==> src/rtl/add_normalize.sv <==
// Final add/subtract and normalise stage of a single-precision adder.
// Takes pre-aligned mantissas, returns a packed IEEE-754 single (truncating, no rounding).
module add_normalize (
    input  logic        clk,
    input  logic        rst,
    input  logic        in_valid,
    output logic        in_ready,
    input  logic        sA,
    input  logic        sB,
    input  logic [7:0]  e,
    input  logic [23:0] mAes,
    input  logic [23:0] mBes,
    output logic        out_valid,
    input  logic        out_ready,
    output logic [31:0] result,
    output logic [1:0]  state_o
);

    typedef enum logic [1:0] {
        S_IDLE = 2'd0,
        S_ADD  = 2'd1,
        S_NORM = 2'd2,
        S_DONE = 2'd3
    } state_t;

    state_t      state_q, state_d;
    logic        sa_q, sa_d;
    logic        sb_q, sb_d;
    logic [23:0] ma_q, ma_d;
    logic [23:0] mb_q, mb_d;
    logic [24:0] sum_q, sum_d;
    logic [7:0]  exp_q, exp_d;
    logic        sign_q, sign_d;
    logic [31:0] result_q, result_d;

    logic [24:0] add_sum;
    logic [23:0] diff;
    logic        a_ge_b;
    logic [7:0]  exp_inc;
    logic        norm_done;

    assign add_sum   = {1'b0, ma_q} + {1'b0, mb_q};
    assign a_ge_b    = (ma_q >= mb_q);
    assign diff      = a_ge_b ? (ma_q - mb_q) : (mb_q - ma_q);
    assign exp_inc   = exp_q + 8'd1;
    // exp <= 1 also catches a zero exponent so a left shift can never wrap it.
    assign norm_done = (sum_q == 25'd0) || sum_q[24] || sum_q[23] || (exp_q <= 8'd1);

    // State register and datapath registers
    always_ff @(posedge clk) begin
        if (rst) begin
            state_q  <= S_IDLE;
            sa_q     <= 1'b0;
            sb_q     <= 1'b0;
            ma_q     <= 24'd0;
            mb_q     <= 24'd0;
            sum_q    <= 25'd0;
            exp_q    <= 8'd0;
            sign_q   <= 1'b0;
            result_q <= 32'd0;
        end else begin
            state_q  <= state_d;
            sa_q     <= sa_d;
            sb_q     <= sb_d;
            ma_q     <= ma_d;
            mb_q     <= mb_d;
            sum_q    <= sum_d;
            exp_q    <= exp_d;
            sign_q   <= sign_d;
            result_q <= result_d;
        end
    end

    // Next-state logic
    always_comb begin
        state_d = state_q;
        unique case (state_q)
            S_IDLE: if (in_valid) state_d = S_ADD;
            S_ADD:  state_d = (exp_q == 8'hFF) ? S_DONE : S_NORM;
            S_NORM: if (norm_done) state_d = S_DONE;
            S_DONE: if (out_ready) state_d = S_IDLE;
            default: state_d = S_IDLE;
        endcase
    end

    // Datapath next values
    always_comb begin
        sa_d     = sa_q;
        sb_d     = sb_q;
        ma_d     = ma_q;
        mb_d     = mb_q;
        sum_d    = sum_q;
        exp_d    = exp_q;
        sign_d   = sign_q;
        result_d = result_q;
        unique case (state_q)
            S_IDLE: begin
                if (in_valid) begin
                    sa_d  = sA;
                    sb_d  = sB;
                    ma_d  = mAes;
                    mb_d  = mBes;
                    exp_d = e;
                end
            end
            S_ADD: begin
                if (exp_q == 8'hFF) begin
                    result_d = {sa_q, 8'hFF, 23'd0};
                end else if (sa_q == sb_q) begin
                    sum_d  = add_sum;
                    sign_d = sa_q;
                end else begin
                    sum_d  = {1'b0, diff};
                    sign_d = (ma_q == mb_q) ? 1'b0 : (a_ge_b ? sa_q : sb_q);
                end
            end
            S_NORM: begin
                if (sum_q == 25'd0) begin
                    result_d = 32'd0;
                end else if (sum_q[24]) begin
                    sum_d    = sum_q >> 1;
                    exp_d    = exp_inc;
                    result_d = (exp_inc == 8'hFF) ? {sign_q, 8'hFF, 23'd0}
                                                  : {sign_q, exp_inc, sum_q[23:1]};
                end else if (sum_q[23]) begin
                    result_d = {sign_q, exp_q, sum_q[22:0]};
                end else if (exp_q <= 8'd1) begin
                    result_d = 32'd0;
                end else begin
                    sum_d = sum_q << 1;
                    exp_d = exp_q - 8'd1;
                end
            end
            S_DONE: begin
            end
            default: begin
            end
        endcase
    end

    // Outputs
    always_comb begin
        in_ready  = (state_q == S_IDLE);
        out_valid = (state_q == S_DONE);
        result    = result_q;
        state_o   = state_q;
    end

endmodule

==> config.mk <==
export PLATFORM = sky130hd
export DESIGN_NAME = add_normalize
export DESIGN_NICKNAME = d
export VERILOG_FILES = /design/src/rtl/add_normalize.sv
export SDC_FILE = /design/constraint.sdc
export NUM_CORES = 1
export LEC_CHECK = 0
export BUFFER_PORTS_ARGS = -buffer_cell sky130_fd_sc_hd__buf_4
export CORE_UTILIZATION = 25
export DETAILED_ROUTE_END_ITERATION = 10
export GPL_ROUTABILITY_DRIVEN = 0
export PLACE_DENSITY = 0.48
export SLEW_MARGIN = 25
export SYNTH_ARGS = -nofsm -noshare
export SYNTH_HDL_FRONTEND = slang
export SYNTH_SLANG_ARGS = --single-unit
==> constraint.sdc <==
create_clock -name clk -period 3.7 [get_ports clk]
set_input_delay 0.37 -clock clk [delete_from_list [all_inputs] [get_ports clk]]
set_output_delay 0.37 -clock clk [all_outputs]
set_load 0.03 [all_outputs]
* Word level (Yosys, flattened, before mapping)
Cells that the tools add are included.
** Cells by class
- Reduce and logical (&&, ||, !) cells :: 14
- Equal/unequal tests :: 16
- Add/subtract/negate cells :: 5
- $lt $le $gt $ge :: 2
- Multiplexer cells :: 29
- Bitwise gates (word level) :: 1
** Operators by type and width (number)
- $mux 32 :: 5
- $mux 24 :: 4
- $mux 25 :: 3
- $pmux 32 s2 :: 1
- $pmux 25 s2 :: 1
- $sub 24x24->24 :: 2
- $mux 8 :: 5
- $mux 31 :: 1
- $add 24x24->25 :: 1
- $logic_not 25->1 :: 1
- $eq 24x24->1 :: 1
- $ge 24x24->1 :: 1
- $eq 8x8->1 const B :: 2
- $pmux 8 s2 :: 1
- $ne 2x2->1 const B :: 5
- $reduce_and 5->1 :: 2
- $reduce_and 3->1 :: 3
- $add 8x1->8 const B :: 1
- $le 8x1->1 const B :: 1
- $pmux 2 s4 :: 1
- $sub 8x1->8 const B :: 1
- $mux 2 :: 3
- $ne 3x3->1 const B :: 2
- $ne 5x5->1 const B :: 1
- other kinds (10) :: 18
** Word-level totals
- Input bits :: 62
- Logic and storage cells :: 77
- Flip-flop bits (word level) :: 118
- Output and inout port bits :: 36

* Depth between registers and ports, before layout
- Depth after elaboration :: 6
- Depth in mapped cells :: 12
- Depth with buffers taken out :: 11

* Least setup slack after synthesis
Ideal clock, no wire load.
- Path type :: register to register
- Start :: register ma_q[19]
- End :: register sum_q[23]
- Clock period less this slack :: 2.673 ns
- Setup slack :: 1.027 ns
- Arrival time :: 2.540 ns
- Stages on the path, launching flop included :: 13
- Buffers on the path :: 2
- Setup time :: 0.133 ns
- Data required time :: 3.567 ns
- Cells stage by stage :: dfxtp_1 -> inv_1 -> ha_1 -> buf_6 -> a21o_1 -> o21bai_4 -> a221oi_2 -> o21ai_2 -> nor2_2 -> buf_4 -> o211ai_1 -> a2111oi_0 -> nor3_1
** On the way
- Cells in the longest elaborated chain, start to end :: 5
- Elaborated cells on any way between the ends :: 8
- Those cells by class :: add/sub (3); order compare (1); mux (4)
** RTL lines
- start: declaration :: RTL line 29 : logic [23:0] ma_q, ma_d;
- start signal: assignment :: RTL line 65 : ma_q <= ma_d;
- $sub 24x24->24 or $ge 24x24->1 (tied branches) :: RTL line 44, 43
- $mux 24 :: RTL line 44 : assign diff = a_ge_b ? (ma_q - mb_q) : (mb_q - ma_q);
- $mux 25 (*) :: RTL line 109 : end else if (sa_q == sb_q) begin
- $mux 25 (*) :: RTL line 107 : if (exp_q == 8'hFF) begin
- $pmux 25 s2 (*) :: RTL line 96 : unique case (state_q)
- end signal: assignment :: RTL line 67 : sum_q <= sum_d;
- end: declaration :: RTL line 31 : logic [24:0] sum_q, sum_d;
Every way passes the cells marked *; elsewhere a longest branch is shown, timed or not. The select of a mux whose other input is x is not followed.
A chain may end at the register's enable or synchronous reset.

* Worst setup path after layout
- Start :: register ma_q[11]
- End :: register sum_q[18]
Same word-level chain as after synthesis.

==> results by group <==
Run status
  • Status: finished, final reports clean

Synthesis
  • Syn nets: 1509
  • Seq/Total Area, Yosys: 0.241
  • Syn Area/Cell: 7.22 sq um
  • EDFF count, synth: 0
  • Synth Area in Adders: 0.112
  • #FFs+latches synth: about 120
  • Syn Inst Count: 1361
  • Synth Warn #: 0
  • Post-synth top cells: nand2_1, a21oi_1, dfxtp_1, nor2_1, ha_1
  • Compound-Gate Fraction of Synth Area: 0.327
  • Area contributors post-synth: dfxtp_1, ha_1, a21oi_1
  • Ys flop type: dfxtp_1
  • Most common cell in the netlist: nand2_1
  • Most area-hungry cell type in the Yosys netlist: dfxtp_1
  • Async SR Flop Fraction: 0
  • Mux contribution to synthesized area: 0.0143
  • Largest family of logic cells by synthesized area: compound AO/OA/AOI/OAI gates
  • Simple-gate share of the synthesized area: 0.214
  • Share of the synthesized area in the top cell type: 0.241
  • Synth cell types: between 80 and 90
  • Xor/xnor share of the synthesized area: 0.0187
  • Netlist Area Pre-Place: 9820 sq um

Timing
  • Final min period: 3.34 ns
  • Max_slew headroom: 0.360
  • Fin Clk Skew: 0.0132 ns
  • Slew Viols, Final: 0
  • F_max: 299 MHz
  • Hold Vio Cnt, Final: 0
  • Final setup margin: about 0.36 ns
  • RSZ-0062 raised after global routing: no
  • Hold Slack: between 0.15 and 0.2 ns
  • Final setup viols: 0
  • TNS Setup: 0 ns
  • Worst-Margin Slew: roughly 0.96 ns
  • Period utilisation layout: 0.903

Worst setup path
  • CP startpoint kind: register
  • CP Capture Type: register
  • WP data arrival: approximately 3.7 ns
  • CP Max Fanout: 15
  • Kind of critical path: register to register
  • CP required: a little over 4 ns

Die
  • Initial Util: 0.254
  • Total die area: about 40000 sq um
  • # rows: 72
  • I/O Pins: 98
  • Die Span Y: ~200 um
  • Die X: ~200 um
  • CORE AREA: slightly below 40000 sq um

Finish
  • ANT cells: 0
  • FF+latch area: around 2400 sq um
  • Layout cell share with drive strength beyond 1: 0.129
  • Area growth syn-to-layout: 18.4%
  • Multi-input logic area: 6750 sq um
  • # nets final: roughly 1600
  • Number of fill cells: 4335
  • Fin area: about 12000 sq um
  • Final Core Density: 0.300

Route
  • Vias: about 10000
  • Vias per cell: about 5.2
  • Wirelength, routed: roughly 34 mm
  • 1st-iter DRT viols: 791
  • # DRC: 0
  • Drt pass-1 iters: 7
  • ANT nets after route: 0
  • Per-cell routed wire length: 17.7 um

Power and ir drop
  • Leak: 4.68 nW
  • Cell area power density: 784 nW/um^2
  • VDD IR max: 301 uV

Clock network
  • Clock Pin Slew Worst Setup and Hold Paths: around 0.07 ns
  • CTS root buffer: clkbuf_16
  • Setup bufs post-CTS: 0
  • Clock Path Buffers: 2
  • Cts bufs inserted: 17
  • CTS Hold Bufs: 0
  • Max H-tree Level: 4
  • Clk sinks: 118
  • Worst-Skew Late Latency: approximately 0.45 ns
  • Cells resized by post-CTS repair: 0
  • CTS tree: yes

Min path
  • Hold WC Path Type: input port to register

GRT
  • First-pass GRT wire length: 55.2 mm
  • Largest net degree at the start of global routing: 54
  • GRT Overall Usage: 0.171
  • Grt ovf: 0
  • Initial antenna violation count: 0
  • Vias in the first global route: between 9000 and 10000

Placement
  • DP Worst Slack: roughly 0.33 ns
  • Post-DP HPWL: 25.7 mm
  • DP Area: 11000 sq um
  • Port bufs: 97

Job
  • Max_cap viols: 0
cell usage in the layout (no fill, tap or decap), types with 18 or more instances in the layout:
master	n
nor3_1	30
a31oi_1	29
nor2_1	112
nand3_1	19
o21ai_0	52
a22o_1	26
nor4_1	18
o31ai_1	21
ha_1	82
dfxtp_1	118
buf_4	129
inv_1	80
a22oi_1	40
xnor2_1	18
nand2_1	189
nand4_1	19
a211oi_1	20
a21o_1	21
a21oi_1	163
layout make-up:
type,count,share of cell area
Timing Repair Buffer,129,0.0833
Clock inverter,15,0.0146
Inverter,81,0.0262
Clock buffer,17,0.0366
Multi-Input combinational cell,1062,0.580
Sequential cell,118,0.203
Tap cell,518,0.0558
worst max-delay path: stages, from the launching register on:
cell and delay [ns]:
dfxtp_1 0.38, inv_1 0.06, ha_1 0.60, nand2_1 0.14, o21ai_0 0.34, a21oi_1 0.24, o21ai_4 0.39, nor2_2 0.14
or3_1 0.40, and4_1 0.21, o311a_1 0.33
power breakdown:
| group | total (W) | internal [W] | switching (W) | leakage [nW] |
|---|---|---|---|---|
| logic | 0.00544 | 0.00191 | 0.00353 | 3.43 |
| registers | 0.00194 | 0.00154 | 0.000400 | 0.964 |
| clock network | 0.00174 | 0.00101 | 0.000728 | 0.287 |
| total | 0.00911 | 0.00446 | 0.00465 | 4.68 |
cells by family (layout without fill, tap and decap cells):
kind of cell | Yosys count | in the layout
AO/OA/AOI/OAI | 481 | 481
AND/OR/NAND/NOR | 460 | 460
buffers and inverters | 181 | 242
flip-flops | 118 | 118
adder cells (fa/ha/maj) | 86 | 86
XOR/XNOR | 21 | 21
multiplexers | 14 | 14
through the flow:
stage	std cells	total power [W]
6_report	1940	0.00911
5_1_grt	1940	0.00977
4_1_cts	1940	0.00908
3_5_place_dp	1908	0.00729
3_3_place_gp	1908	0.00729
2_1_floorplan	1361	0.00567
path summary, 6_finish.rpt:
check	startpoint	endpoint	slack (ns)	cells after the start
setup / recovery	ma_q[11]	sum_q[18]	0.36	10
hold / removal	mAes[20]	ma_q[20]	0.17	3
setup reg to reg	ma_q[11]	sum_q[18]	0.36	10
hold reg to reg	result[22]	result[22]	0.46	2
sequential cells by signal (all words and copies together) (netlist names), 2 cells and up:
name and cells:
exp_q 8, ma_q 24, mb_q 24, result 32, state_o 2, sum_q 25
routing by layer:
| metal | wire length (um) | global-route usage | vias to the layer above | share of wire |
|---|---|---|---|---|
| li1 | - | - | 5014 | - |
| met1 | 16900 | 0.248 | 4793 | 0.49 |
| met3 | 2060 | 0.0316 | 29 | 0.060 |
| met5 | 0 | 0 | - | 0 |
| met4 | 419 | 0.0415 | 0 | 0.012 |
| met2 | 14900 | 0.257 | 326 | 0.43 |
(Power assumes the default switching activity.)
